### src/rtl/axi_gpio_access_arbiter_if.sv
// AXI4-Lite bus between the access arbiter and the GPIO register slave
// (9-bit byte address, 32-bit data).
interface axi_gpio_access_arbiter_if;
    logic [8:0]  awaddr;
    logic        awvalid;
    logic        awready;
    logic [31:0] wdata;
    logic [3:0]  wstrb;
    logic        wvalid;
    logic        wready;
    logic [1:0]  bresp;
    logic        bvalid;
    logic        bready;
    logic [8:0]  araddr;
    logic        arvalid;
    logic        arready;
    logic [31:0] rdata;
    logic [1:0]  rresp;
    logic        rvalid;
    logic        rready;

    modport master (
        output awaddr, awvalid, wdata, wstrb, wvalid, bready, araddr, arvalid, rready,
        input  awready, wready, bresp, bvalid, arready, rdata, rresp, rvalid
    );

    modport slave (
        input  awaddr, awvalid, wdata, wstrb, wvalid, bready, araddr, arvalid, rready,
        output awready, wready, bresp, bvalid, arready, rdata, rresp, rvalid
    );
endinterface

### src/rtl/axi_gpio_access_arbiter.sv
// Round-robin arbiter that turns one requester's access at a time into a single
// AXI4-Lite read or write on the GPIO register port, with an optional response timeout.
module axi_gpio_access_arbiter #(
    parameter int unsigned NUM_REQ     = 2,
    parameter int unsigned TIMEOUT_CYC = 256
) (
    input  logic                  m_axi_aclk,
    input  logic                  m_axi_areset,
    input  logic [NUM_REQ-1:0]    req_valid,
    input  logic [NUM_REQ-1:0]    req_we,
    input  logic [9*NUM_REQ-1:0]  req_addr,
    input  logic [32*NUM_REQ-1:0] req_wdata,
    input  logic [4*NUM_REQ-1:0]  req_wstrb,
    output logic [NUM_REQ-1:0]    req_done,
    output logic [31:0]           rsp_rdata,
    output logic [1:0]            rsp_resp,
    output logic                  busy,
    axi_gpio_access_arbiter_if.master m_axi
);

    localparam int unsigned IdxW = $clog2(NUM_REQ);
    localparam int unsigned CntW = $clog2(TIMEOUT_CYC + 1) + 1;

    typedef enum logic [2:0] {
        StIdle,
        StWrReq,
        StWrResp,
        StRdReq,
        StRdData,
        StDone
    } state_e;

    state_e              state_q;
    logic [IdxW-1:0]     grant_q;
    logic [IdxW-1:0]     last_grant_q;
    logic [CntW-1:0]     tmo_cnt_q;

    logic                pick_valid;
    logic [IdxW-1:0]     pick_idx;
    logic [NUM_REQ-1:0]  grant_onehot;
    logic                tmo_hit;

    logic [8:0]          addr_arr  [NUM_REQ];
    logic [31:0]         wdata_arr [NUM_REQ];
    logic [3:0]          wstrb_arr [NUM_REQ];

    for (genvar g = 0; g < NUM_REQ; g++) begin : g_slice
        assign addr_arr[g]  = req_addr[g*9 +: 9];
        assign wdata_arr[g] = req_wdata[g*32 +: 32];
        assign wstrb_arr[g] = req_wstrb[g*4 +: 4];
    end

    // First pending requester strictly after the last winner, wrapping around.
    always_comb begin : rr_pick
        int unsigned cand;
        cand       = 0;
        pick_valid = 1'b0;
        pick_idx   = '0;
        for (int unsigned i = 1; i <= NUM_REQ; i++) begin
            cand = 32'(last_grant_q) + i;
            if (cand >= NUM_REQ) begin
                cand = cand - NUM_REQ;
            end
            if (!pick_valid && req_valid[IdxW'(cand)]) begin
                pick_valid = 1'b1;
                pick_idx   = IdxW'(cand);
            end
        end
    end

    always_comb begin
        grant_onehot          = '0;
        grant_onehot[grant_q] = 1'b1;
    end

    assign tmo_hit = (TIMEOUT_CYC != 0) && (tmo_cnt_q == CntW'(TIMEOUT_CYC));

    always_ff @(posedge m_axi_aclk) begin
        if (m_axi_areset) begin
            state_q        <= StIdle;
            grant_q        <= '0;
            last_grant_q   <= IdxW'(NUM_REQ - 1);
            tmo_cnt_q      <= '0;
            req_done       <= '0;
            rsp_rdata      <= '0;
            rsp_resp       <= '0;
            busy           <= 1'b0;
            m_axi.awaddr   <= '0;
            m_axi.awvalid  <= 1'b0;
            m_axi.wdata    <= '0;
            m_axi.wstrb    <= '0;
            m_axi.wvalid   <= 1'b0;
            m_axi.bready   <= 1'b0;
            m_axi.araddr   <= '0;
            m_axi.arvalid  <= 1'b0;
            m_axi.rready   <= 1'b0;
        end else begin
            req_done <= '0;
            if (state_q inside {StWrReq, StWrResp, StRdReq, StRdData}) begin
                tmo_cnt_q <= tmo_cnt_q + 1'b1;
            end

            unique case (state_q)
                StIdle: begin
                    if (pick_valid) begin
                        grant_q   <= pick_idx;
                        busy      <= 1'b1;
                        tmo_cnt_q <= '0;
                        if (req_we[pick_idx]) begin
                            m_axi.awaddr  <= addr_arr[pick_idx];
                            m_axi.wdata   <= wdata_arr[pick_idx];
                            m_axi.wstrb   <= wstrb_arr[pick_idx];
                            m_axi.awvalid <= 1'b1;
                            m_axi.wvalid  <= 1'b1;
                            state_q       <= StWrReq;
                        end else begin
                            m_axi.araddr  <= addr_arr[pick_idx];
                            m_axi.arvalid <= 1'b1;
                            state_q       <= StRdReq;
                        end
                    end
                end

                StWrReq: begin
                    if (tmo_hit) begin
                        m_axi.awvalid <= 1'b0;
                        m_axi.wvalid  <= 1'b0;
                        rsp_resp      <= 2'b11;
                        rsp_rdata     <= '0;
                        req_done      <= grant_onehot;
                        state_q       <= StDone;
                    end else begin
                        if (m_axi.awready) begin
                            m_axi.awvalid <= 1'b0;
                        end
                        if (m_axi.wready) begin
                            m_axi.wvalid <= 1'b0;
                        end
                        // Each channel is finished once already done or handshaking now.
                        if ((!m_axi.awvalid || m_axi.awready) &&
                            (!m_axi.wvalid || m_axi.wready)) begin
                            m_axi.bready <= 1'b1;
                            state_q      <= StWrResp;
                        end
                    end
                end

                StWrResp: begin
                    if (tmo_hit) begin
                        m_axi.bready <= 1'b0;
                        rsp_resp     <= 2'b11;
                        rsp_rdata    <= '0;
                        req_done     <= grant_onehot;
                        state_q      <= StDone;
                    end else if (m_axi.bvalid) begin
                        m_axi.bready <= 1'b0;
                        rsp_resp     <= m_axi.bresp;
                        rsp_rdata    <= '0;
                        req_done     <= grant_onehot;
                        state_q      <= StDone;
                    end
                end

                StRdReq: begin
                    if (tmo_hit) begin
                        m_axi.arvalid <= 1'b0;
                        rsp_resp      <= 2'b11;
                        rsp_rdata     <= '0;
                        req_done      <= grant_onehot;
                        state_q       <= StDone;
                    end else if (m_axi.arready) begin
                        m_axi.arvalid <= 1'b0;
                        m_axi.rready  <= 1'b1;
                        state_q       <= StRdData;
                    end
                end

                StRdData: begin
                    if (tmo_hit) begin
                        m_axi.rready <= 1'b0;
                        rsp_resp     <= 2'b11;
                        rsp_rdata    <= '0;
                        req_done     <= grant_onehot;
                        state_q      <= StDone;
                    end else if (m_axi.rvalid) begin
                        m_axi.rready <= 1'b0;
                        rsp_resp     <= m_axi.rresp;
                        rsp_rdata    <= m_axi.rdata;
                        req_done     <= grant_onehot;
                        state_q      <= StDone;
                    end
                end

                StDone: begin
                    last_grant_q <= grant_q;
                    busy         <= 1'b0;
                    rsp_rdata    <= '0;
                    rsp_resp     <= '0;
                    state_q      <= StIdle;
                end

                default: state_q <= StIdle;
            endcase
        end
    end

endmodule

### src/flat_wrapper.sv
// flat-port wrapper written by rule: the top's interface ports become plain ports
module axi_gpio_access_arbiter_flat 
#(
    parameter int unsigned NUM_REQ     = 2,
    parameter int unsigned TIMEOUT_CYC = 256
)
  (m_axi_aclk, m_axi_areset, req_valid, req_we, req_addr, req_wdata, req_wstrb, req_done, rsp_rdata, rsp_resp, busy, m_axi_awaddr, m_axi_awvalid, m_axi_wdata, m_axi_wstrb, m_axi_wvalid, m_axi_bready, m_axi_araddr, m_axi_arvalid, m_axi_rready, m_axi_awready, m_axi_wready, m_axi_bresp, m_axi_bvalid, m_axi_arready, m_axi_rdata, m_axi_rresp, m_axi_rvalid);
  axi_gpio_access_arbiter_if m_axi_i ();
  input  logic m_axi_aclk;
  input  logic m_axi_areset;
  input  logic [NUM_REQ-1:0] req_valid;
  input  logic [NUM_REQ-1:0] req_we;
  input  logic [9*NUM_REQ-1:0] req_addr;
  input  logic [32*NUM_REQ-1:0] req_wdata;
  input  logic [4*NUM_REQ-1:0] req_wstrb;
  output logic [NUM_REQ-1:0] req_done;
  output logic [31:0] rsp_rdata;
  output logic [1:0] rsp_resp;
  output logic busy;
  output wire logic [$bits(m_axi_i.awaddr)-1:0] m_axi_awaddr;
  output wire logic [$bits(m_axi_i.awvalid)-1:0] m_axi_awvalid;
  output wire logic [$bits(m_axi_i.wdata)-1:0] m_axi_wdata;
  output wire logic [$bits(m_axi_i.wstrb)-1:0] m_axi_wstrb;
  output wire logic [$bits(m_axi_i.wvalid)-1:0] m_axi_wvalid;
  output wire logic [$bits(m_axi_i.bready)-1:0] m_axi_bready;
  output wire logic [$bits(m_axi_i.araddr)-1:0] m_axi_araddr;
  output wire logic [$bits(m_axi_i.arvalid)-1:0] m_axi_arvalid;
  output wire logic [$bits(m_axi_i.rready)-1:0] m_axi_rready;
  input wire logic [$bits(m_axi_i.awready)-1:0] m_axi_awready;
  input wire logic [$bits(m_axi_i.wready)-1:0] m_axi_wready;
  input wire logic [$bits(m_axi_i.bresp)-1:0] m_axi_bresp;
  input wire logic [$bits(m_axi_i.bvalid)-1:0] m_axi_bvalid;
  input wire logic [$bits(m_axi_i.arready)-1:0] m_axi_arready;
  input wire logic [$bits(m_axi_i.rdata)-1:0] m_axi_rdata;
  input wire logic [$bits(m_axi_i.rresp)-1:0] m_axi_rresp;
  input wire logic [$bits(m_axi_i.rvalid)-1:0] m_axi_rvalid;
  assign m_axi_awaddr = m_axi_i.awaddr;
  assign m_axi_awvalid = m_axi_i.awvalid;
  assign m_axi_wdata = m_axi_i.wdata;
  assign m_axi_wstrb = m_axi_i.wstrb;
  assign m_axi_wvalid = m_axi_i.wvalid;
  assign m_axi_bready = m_axi_i.bready;
  assign m_axi_araddr = m_axi_i.araddr;
  assign m_axi_arvalid = m_axi_i.arvalid;
  assign m_axi_rready = m_axi_i.rready;
  assign m_axi_i.awready = m_axi_awready;
  assign m_axi_i.wready = m_axi_wready;
  assign m_axi_i.bresp = m_axi_bresp;
  assign m_axi_i.bvalid = m_axi_bvalid;
  assign m_axi_i.arready = m_axi_arready;
  assign m_axi_i.rdata = m_axi_rdata;
  assign m_axi_i.rresp = m_axi_rresp;
  assign m_axi_i.rvalid = m_axi_rvalid;
  axi_gpio_access_arbiter #(.NUM_REQ(NUM_REQ), .TIMEOUT_CYC(TIMEOUT_CYC)) u_core (.m_axi_aclk(m_axi_aclk), .m_axi_areset(m_axi_areset), .req_valid(req_valid), .req_we(req_we), .req_addr(req_addr), .req_wdata(req_wdata), .req_wstrb(req_wstrb), .req_done(req_done), .rsp_rdata(rsp_rdata), .rsp_resp(rsp_resp), .busy(busy), .m_axi(m_axi_i));
endmodule
### config.mk
export PLATFORM = sky130hd
export DESIGN_NAME = axi_gpio_access_arbiter_flat
export DESIGN_NICKNAME = d
export VERILOG_FILES = /design/src/rtl/axi_gpio_access_arbiter_if.sv /design/src/rtl/axi_gpio_access_arbiter.sv /design/src/flat_wrapper.sv
export SDC_FILE = /design/constraint.sdc
export NUM_CORES = 1
export LEC_CHECK = 0
export ABC_AREA = 1
export BUFFER_PORTS_ARGS = -buffer_cell sky130_fd_sc_hd__buf_2
export CAP_MARGIN = 20
export CORE_MARGIN = 5
export CORE_UTILIZATION = 47
export CTS_CLUSTER_DIAMETER = 150
export DETAILED_ROUTE_END_ITERATION = 12
export PLACE_DENSITY = 0.8
export RECOVER_POWER = 50
export SYNTH_ARGS = -nofsm -noshare
export SYNTH_HDL_FRONTEND = slang
export SYNTH_SLANG_ARGS = --single-unit
### constraint.sdc
create_clock -name m_axi_aclk -period 2 [get_ports m_axi_aclk]
set_clock_uncertainty 0.2 [all_clocks]
set_input_delay 0 -clock m_axi_aclk [delete_from_list [all_inputs] [get_ports m_axi_aclk]]
set_output_delay 0 -clock m_axi_aclk [all_outputs]
set_load 0.02 [all_outputs]
; After elaboration in Yosys (flattened, before gate mapping)
; Index checks and enable logic that the tools add are counted.
; Widths: inputs -> output; s select.
[op_classes]
add_sub_neg = 5
n_lt_le_gt_ge = 8
n_eq_ne = 20
mux = 80
bitwise_logic = 2
n_reduce_logical = 28
[op_table]
columns = cell, n
row1 = $mux 32, 8
row2 = $pmux 32 s4, 1
row3 = $mux 1, 32
row4 = $mux 10, 3
row5 = $mux 3, 9
row6 = $mux 9, 3
row7 = $reduce_and 4->1, 6
row8 = $mux 2, 11
row9 = $ne 3x2->1 const B, 6
row10 = $pmux 3 s5, 1
row11 = $mux 4, 3
row12 = $pmux 1 s2, 6
row13 = $add 10x1->10 const B, 1
row14 = $eq 10x9->1 const B, 1
row15 = $ne 2x2->1 const B, 5
row16 = $reduce_bool 2->1, 5
row17 = $lt 1x2->1 const B, 4
row18 = $pmux 2 s4, 1
row19 = $reduce_bool 4->1, 2
row20 = $eq 3x2->1 const B, 2
row21 = $eq 3x3->1 const B, 2
row22 = $ne 2x1->1 const B, 3
row23 = $pmux 2 s3, 1
row24 = $reduce_and 3->1, 2
row25 = other kinds (17), 25
[totals]
register_bits = 111
input_bits = 137
out_inout_bits = 96
wordCells = 160

; Logic depth before layout (Yosys ltp)
; Gate-level depths: netlist of run 1.
[logic_depth]
ltp_word = 14
ltp_mapped = 12
mapped_depth_nobuf = 11

; Worst setup path after synthesis of run 1
; Ideal clock, no wire load.
[synth_timing]
path_kind = reg-to-reg
start = reg u_core.tmo_cnt_q[0]
end = reg u_core.rsp_rdata[22]
setup_time_ns = 0.064
arrival_time_ns = 1.528
required_time_ns = 1.736
setup_slack_ns = 0.208
path_stages_with_launch = 12
path_buffers = 2
period_less_slack_ns = 1.792
path_cell_list = dfxtp_1 > inv_1 > ha_1 > nand2_1 > nor2_1 > nand3_1 > buf_4 > clkbuf_1 > nand3_1 > nand2_1 > nand2_1 > nor2_1
[synth_via]
elab_chain_len = 3
word_cells_on_any_way = 8
classes_between = 4 x eq/ne / 3 x mux / 1 x reduce/logical
[synth_rtl]
columns = item, line_no
row1 = from (decl), axi_gpio_access_arbiter.sv:36  ; logic [CntW-1:0] tmo_cnt_q;
row2 = from (signal assigned), axi_gpio_access_arbiter.sv:100  ; tmo_cnt_q <= tmo_cnt_q + 1'b1;
row3 = $eq 10x9->1 (*), axi_gpio_access_arbiter.sv:76  ; assign tmo_hit = (TIMEOUT_CYC != 0) && (tmo_cnt_q == CntW'(TIMEOUT_CYC));
row4 = "$ne 3x2->1 (no source line), or another cell as far along", -
row5 = $reduce_and 4->1 (no source line) or $pmux 32 s4 (tied branches), -
row6 = to (signal assigned), axi_gpio_access_arbiter.sv:188  ; rsp_rdata <= m_axi.rdata;
row7 = to (decl), axi_gpio_access_arbiter.sv:15  ; output logic [31:0] rsp_rdata,
; Every way passes the cells marked *; elsewhere a longest branch is shown, timed or not.
; A chain may end at the register's enable or synchronous reset.

; Worst setup path in the final report of run 1
[layout_timing]
start = reg u_core.tmo_cnt_q[1]
end = reg u_core.rsp_rdata[28]
; Same word-level chain as after synthesis.

==> results of run 1 <==
[what timing repair did]
action,4_1_cts,5_1_grt
hold endpoints to repair,101,0
gates resized for setup,0,19
buffers inserted,0,4
hold buffers,135,0
endpoints found under the setup margin,0,71
[cell type report]
type | instances | area, sq um | share of cell area (%)
Inverter | 46 | 173 | 2.15
Multi-Input combinational cell | 519 | 2450 | 30.5
Clock inverter | 5 | 46.3 | 0.577
Sequential cell | 111 | 2230 | 27.8
Timing Repair Buffer | 403 | 2790 | 34.9
Antenna cell | 3 | 7.51 | 0.0936
Clock buffer | 11 | 151 | 1.89
Tap cell | 136 | 170 | 2.12
[cell usage in the layout, fill, tap and decap left out, types with 3 or more instances in the layout]
cell,n
buf_2,136
mux2_2,9
clkbuf_16,3
dfxtp_2,4
inv_6,3
nand2_1,173
inv_1,33
nand3_1,80
a21oi_1,35
o21ai_1,28
o21ai_0,33
clkbuf_8,11
nor2_1,96
nor2_2,4
nor3_1,6
buf_4,26
inv_2,12
dlygate4sd3_1,135
buf_12,6
a31oi_1,37
clkbuf_1,96
dfxtp_1,107
diode_2,3
nand2_2,3
[metrics by stage]
stage	total power (uW)	std cells	setup TNS, ns
after floorplan	6200	725	0
after CTS	9060	1223	0
final	9800	1234	0
after detailed placement	7510	1072	0
after global routing	10500	1232	-0.222
after global placement	7440	1072	0
[worst paths after layout]
| kind | slack (ns) | start | cells after the start | end |
|---|---|---|---|---|
| max | 0.04 | u_core.tmo_cnt_q[1] | 12 | u_core.rsp_rdata[28] |
| min | 0.05 | req_valid[1] | 5 | u_core.m_axi.wstrb[1] |
| max reg2reg | 0.04 | u_core.tmo_cnt_q[1] | 12 | u_core.rsp_rdata[28] |
| min reg2reg | 0.22 | u_core.grant_q | 1 | u_core.req_done[0] |
[state kept, by name, summed over array words and instances (netlist names)]
register and flops:
u_core.grant_q 1, u_core.m_axi.wvalid 1, u_core.busy 1, u_core.m_axi.arvalid 1
u_core.m_axi.bready 1, u_core.req_done 2, u_core.m_axi.wstrb 4, u_core.rsp_rdata 32
u_core.state_q 3, u_core.m_axi.awaddr 9, u_core.m_axi.awvalid 1, u_core.m_axi.araddr 9
u_core.m_axi.rready 1, u_core.tmo_cnt_q 10, u_core.rsp_resp 2, u_core.last_grant_q 1
u_core.m_axi.wdata 32
[kinds of logic (layout without fill, tap and decap cells)]
logic type | Yosys count | after routing
fa+ha+maj | 2 | 2
flops | 111 | 111
mux | 9 | 9
buf+inv | 95 | 465
other cells | 0 | 3
simple gates | 368 | 368
xor+xnor | 1 | 1
compound gates | 139 | 139
[metal layers]
layer	GRT usage (%)	part of all wire, %	vias up
met1	36.0	36	3045
met5	0	0	-
met2	53.9	48	512
li1	-	-	3120
met3	7.90	11	114
met4	16.9	5.3	0
[power breakdown]
group | total, uW | internal (uW) | switching (uW)
Combinational | 5240 | 2050 | 3190
Sequential | 3180 | 2800 | 377
Clock | 1380 | 548 | 833
[synthesized netlist by cell type, drive strengths merged]
master,number
ha,2
buf,23
a211oi,1
nand2,176
mux2,9
clkbuf,26
nor3,6
o32ai,1
nand3,82
dfxtp,111
inv,45
nor2,102
a21oi,36
a31oi,37
clkinv,1
o211ai,2
xor2,1
o21ai,62
nand4,2
[worst max-delay path: cells and delay by family (launching register included)]
kind	cells	cell delay, ns
buffers and inverters	3	0.37
flip-flops	1	0.34
AND/OR/NAND/NOR	8	0.84
adder cells (fa/ha/maj)	1	0.13
==> metrics.log, run 1 <==
INFO  metric final_period_minus_worst_setup_slack = 1.96 ns
INFO  metric worst_slew_margin_rel = 74.1%
INFO  metric floorplan.die.height = 113 microns
INFO  metric drt_first_iter_violations = 729
INFO  metric clk-insertion-delay-late = 0.37 ns
INFO  metric delay_of_the_slowest_cell_on_the_worst_path = 0.34 ns
INFO  metric initial_antenna_violation_count = 1
INFO  metric rows = 37
INFO  metric synthCells = 725
INFO  metric number_of_global_route_vias_before_repair = 6686
INFO  metric yosys-mux-area-fraction = 2.02%
INFO  metric global_route_wire_length_before_repair = 32900 microns
INFO  metric worst-endpoint-required = 2.10 ns
INFO  metric outcome = complete, no violations
INFO  metric cts-root-to-sink-buffers = 2
INFO  metric cts_made_buffers = 9
INFO  metric cts_tree = yes
INFO  metric synth-compound-area-share = 15.0%
INFO  metric synth_area_leader_cell = dfxtp_1
INFO  metric chipWidth = 113 microns
INFO  metric final_util = 77.3%
INFO  metric place_ws = 0.0911 ns
INFO  metric post_drt_wl_per_cell = 17.2 microns
INFO  metric synth.avg_cell_area = 6.94 sq um
INFO  metric final_area = 8020 sq um
INFO  metric post_drt_via_cell_ratio = 5.50
INFO  metric dpl_cell_area = 6400 sq um
INFO  metric crit_chain = inv_2, ha_4, nand2_1, nor2_2, nand3_2, nand2_2, nand2_2, nor2_4, buf_12, clkbuf_16, nor2_1, nor2_1
INFO  metric ys_ff_latch = 111
INFO  metric critPathArrivalTime = 2.06 ns
INFO  metric dp_hpwl = 11500 microns
INFO  metric area_growth_syn_to_layout = 59.4%
INFO  metric core = 10400 sq um
INFO  metric worst_pin_slew = 0.389 ns
INFO  metric root_cell_of_the_clock_tree = clkbuf_8
INFO  metric pin_count = 233
INFO  metric global_route.overflow_total = 0
INFO  metric grt_usage = 31.4%
INFO  metric floorplan.die_area = 12900 sq um
INFO  metric crit_fanout = 9
INFO  metric layout_setup_ws = 0.0357 ns
INFO  metric drive_gt1_share = 20.7%
INFO  metric synth_adder_area_share = 0.498%
INFO  metric netlist.area_leader.share = 44.2%
INFO  metric vdd_ir_drop_max = 0.000730 V
INFO  metric start_util = 48.5%
INFO  metric maxSlewViolCount = 0
INFO  metric synth.area.top_cells = dfxtp_1 (44%), nand2_1 (13%), nand3_1 (8.2%), nor2_1 (7.4%), a31oi_1 (4.6%)
INFO  metric ys_types = 26
INFO  metric setup.worst_path.end_class = flip-flop
INFO  metric share_of_synthesized_area_occupied_by_flip_flops_and_latches = 44.2%
INFO  metric place.port_buffers = 232
INFO  metric cellLeakagePower = 0.00358 uW
INFO  metric whs = 0.0462 ns
INFO  metric ctsHtreeMaxLevel = 3
INFO  metric place.gp.congestion = 0.875
INFO  metric worstSetupPathType = reg2reg
INFO  metric pd_cells = 1220 nW/um^2
INFO  metric clkTransAtPathRegs = 0.12 ns
INFO  metric ys.warnings.count = 0
INFO  metric fillCellCount = 738
INFO  metric max-cap-violations = 0
INFO  metric synth_top_family_by_area = simple AND/OR/NAND/NOR gates
INFO  metric route.final.wire_length = 21300 microns
INFO  metric vias = 6791
INFO  metric synth_xor_xnor_area_share = 0.174%
INFO  metric final_nets = 1229
INFO  metric yosys.area_share.simple = 30.0%
INFO  metric antenna_violating_nets_post_route = 0
INFO  metric finalSetupViolCount = 0
INFO  metric worst_path_max_delay_cell = dfxtp_2
INFO  metric iteration_count_of_the_initial_detailed_routing_pass = 6
INFO  metric drc = 0
INFO  metric timing.final.hold_violations = 0
INFO  metric final.period_utilization = 98.2%
INFO  metric hold_path.class = in2reg
INFO  metric start_kind = flip-flop
INFO  metric synth_nets = 864
INFO  metric cts_sinks = 111
INFO  metric syn-cell-area = 5030 sq um
INFO  metric grt_max_degree = 45
INFO  metric clock.fmax = 0.509 GHz
No activity file was read; power rests on OpenSTA's default activity.
==> inputs of run 2 (changes only) <==
--- a/config.mk
+++ b/config.mk
@@ -12,7 +12,7 @@
 export CORE_UTILIZATION = 47
 export CTS_CLUSTER_DIAMETER = 150
 export DETAILED_ROUTE_END_ITERATION = 12
-export PLACE_DENSITY = 0.8
+export PLACE_DENSITY = 0.78
 export RECOVER_POWER = 50
 export SYNTH_ARGS = -nofsm -noshare
 export SYNTH_HDL_FRONTEND = slang
==> metrics.log, run 2 (synthesized netlist as in run 1, its figures left out) <==
INFO  metric cts_sinks = 111 (unchanged)
INFO  metric cell_internal_power_dissipation = 5200 uW (-3.6%)
INFO  metric root_cell_of_the_clock_tree = clkbuf_8
INFO  metric drive_gt1_share = 19.7% (-1.0 points)
INFO  metric start_kind = flip-flop
INFO  metric dp_hpwl = 11200 microns (-2.8%)
INFO  metric finalPower = 9460 uW (-3.5%)
INFO  metric hold_path.class = in2reg
INFO  metric drt_first_iter_violations = 760 (+4.3%)
INFO  metric floorplan.die.height = 113 microns (unchanged)
INFO  metric iteration_count_of_the_initial_detailed_routing_pass = 5 (-1)
INFO  metric antenna_violating_nets_post_route = 0 (unchanged)
INFO  metric cts-root-to-sink-buffers = 2 (unchanged)
INFO  metric core = 10400 sq um (unchanged)
INFO  metric fin_tns_setup = 0 ns (unchanged)
INFO  metric cts_tree = yes
INFO  metric pd_cells = 1190 nW/um^2 (-2.3%)
INFO  metric maxSlewViolCount = 0 (unchanged)
INFO  metric timing.final.hold_violations = 0 (unchanged)
INFO  metric global_route_wire_length_before_repair = 31600 microns (-3.8%)
INFO  metric setup.worst_path.end_class = flip-flop
INFO  metric worst-endpoint-required = 2.09 ns (about the same)
INFO  metric fillCellCount = 769 (+4.2%)
INFO  metric outcome = complete, no violations
INFO  metric route.final.wire_length = 20500 microns (-3.7%)
INFO  metric max-cap-violations = 0 (unchanged)
INFO  metric chipWidth = 113 microns (unchanged)
INFO  metric dp.cells = 1065 (-0.65%)
INFO  metric final_nets = 1222 (-0.57%)
INFO  metric most_frequent_standard_cell_in_the_layout_excluding_fill_and_tap_cells = nand2_1
INFO  metric global_route.overflow_total = 0 (unchanged)
INFO  metric final_period_minus_worst_setup_slack = 1.96 ns (-0.00426 ns)
INFO  metric worst_slew_margin_rel = 73.9% (-0.17 points)
INFO  metric place.gp.congestion = 0.840 (-4.1%)
INFO  metric grt_usage = 30.1% (-1.3 points)
INFO  metric drc = 0 (unchanged)
INFO  metric finalSetupViolCount = 0 (unchanged)
INFO  metric worstSetupPathType = reg2reg
INFO  metric mostFrequentLayoutCells = nand2_1 (175), buf_2 (136), dlygate4sd3_1 (135), dfxtp_1 (107), clkbuf_1 (97)
INFO  metric place.port_buffers = 232 (unchanged)
INFO  metric initial_antenna_violation_count = 2 (+1)
INFO  metric vias = 6609 (-2.7%)
INFO  metric clk-insertion-delay-late = 0.37 ns (about the same)
INFO  metric start_util = 48.5% (unchanged)
INFO  metric number_of_global_route_vias_before_repair = 6450 (-3.5%)
INFO  metric reg_top3 = u_core.m_axi.wdata (32), u_core.rsp_rdata (32), u_core.tmo_cnt_q (10)
INFO  metric floorplan.die_area = 12900 sq um (unchanged)
INFO  metric rows = 37 (unchanged)
INFO  metric clock.fmax = 0.510 GHz (+0.22%)
INFO  metric cts_made_buffers = 9 (unchanged)
INFO  metric pwr-share-seq = 33.2% (+0.8 points)
INFO  metric ctsHtreeMaxLevel = 3 (unchanged)
INFO  metric clkTransAtPathRegs = 0.10 ns (-0.02 ns)
INFO  metric post_drt_via_cell_ratio = 5.39 (-2.1%)
INFO  metric area_growth_syn_to_layout = 57.6%
INFO  metric cellLeakagePower = 0.00352 uW (-1.7%)
INFO  metric final.period_utilization = 98.0% (-0.21 points)
INFO  metric switching_part_of_the_total = 45.0% (+0.064 points)
INFO  metric p_sw = 4250 uW (-3.3%)
INFO  metric pin_count = 233 (unchanged)
INFO  metric post_drt_wl_per_cell = 16.7 microns (-3.1%)
INFO  metric grt_max_degree = 66 (+47%)
INFO  metric worst_pin_slew = 0.391 ns (+0.00253 ns)
INFO  metric worst-r2r-setup-slack = 0.04 ns (about the same)
INFO  metric critPathArrivalTime = 2.05 ns (about the same)
INFO  metric vdd_ir_drop_max = 0.000686 V (-6.0%)
INFO  metric final-instance-count-excl-fill = 1227 (-0.57%)
INFO  metric crit_fanout = 23 (+14)
INFO  metric whs = 0.0602 ns (+0.0140 ns)
INFO  metric comb_power_share = 53.7% (+0.2 points)
INFO  metric final_util = 76.4% (-0.88 points)
INFO  metric share_clk_of_total_power = 13.1% (-1.0 points)
## run 2: changes by cell type in the layout (fill, tap and decap cells not counted), moves of 2 or more
cell,delta
buf_4,-7
clkbuf_8,-2
clkinvlp_4,+2
inv_1,+2
inv_2,-2
inv_6,-3
nand2_1,+2
nand2_2,-2
nor2_1,-2
nor2_2,+3
## run 2: final cells by class
| class | instances | area, sq um | area share (%) |
|---|---|---|---|
| timing repair buffer | 396 | 2750 | 34.7 |
| sequential | 111 | 2230 | 28.1 |
| multi-input combinational | 519 | 2420 | 30.6 |
| clock inverter | 5 | 43.8 | 0.553 |
| antenna | 4 | 10.0 | 0.126 |
| tap | 136 | 170 | 2.15 |
| clock buffer | 10 | 128 | 1.61 |
| inverter | 46 | 173 | 2.18 |
## run 2: power by group through the flow
stage / Sequential [uW] / Combinational [uW] / Clock [uW]
final: 3140 / 5080 / 1240
after global routing: 3190 / 5600 / 1350
after CTS: 3080 / 4500 / 1270
after detailed placement: 3120 / 4290 / 0
after global placement: 3120 / 4210 / 0
after floorplan: 3740 / 2450 / 0
## run 2: timing repair
item,CTS,global route
buffers inserted,0,5
resized for setup,0,17
hold endpoints to repair,100,0
hold buffers,135,0
setup endpoints to repair,0,67
## run 2: final timing paths
check | startpoint | cells past startpoint | end
min | req_valid[0] | 5 | u_core.grant_q
max | u_core.tmo_cnt_q[1] | 12 | u_core.rsp_rdata[18]
min reg2reg | u_core.grant_q | 1 | u_core.req_done[0]
max reg2reg | u_core.tmo_cnt_q[1] | 12 | u_core.rsp_rdata[18]
## run 2: critical path, cell delays in order (launching register included)
cell	delay (ns)
dfxtp_2	0.34
inv_1	0.07
ha_2	0.18
inv_1	0.04
nor2_1	0.09
nand3_1	0.14
o21ai_2	0.11
inv_2	0.08
nor2_4	0.13
buf_12	0.14
clkbuf_16	0.19
nor2_1	0.05
nor2_1	0.13
## run 2: layer usage
layer / global-route usage [%] / vias to the layer above / routed length (microns)
li1: - / 3115 / -
met1: 34.4 / 2950 / 7470
met4: 17.4 / 0 / 1090
met5: 0 / - / 0
met3: 9.02 / 106 / 2220
met2: 50.1 / 438 / 9710
## run 2: metrics by stage
stage | instance area [sq um] | setup slack, ns
floorplan | 5030 | 0.208
global placement | 6340 | 0.119
detailed placement | 6340 | 0.0500
CTS | 7870 | 0.0195
global route | 7920 | -0.0882
finish | 7930 | 0.0400
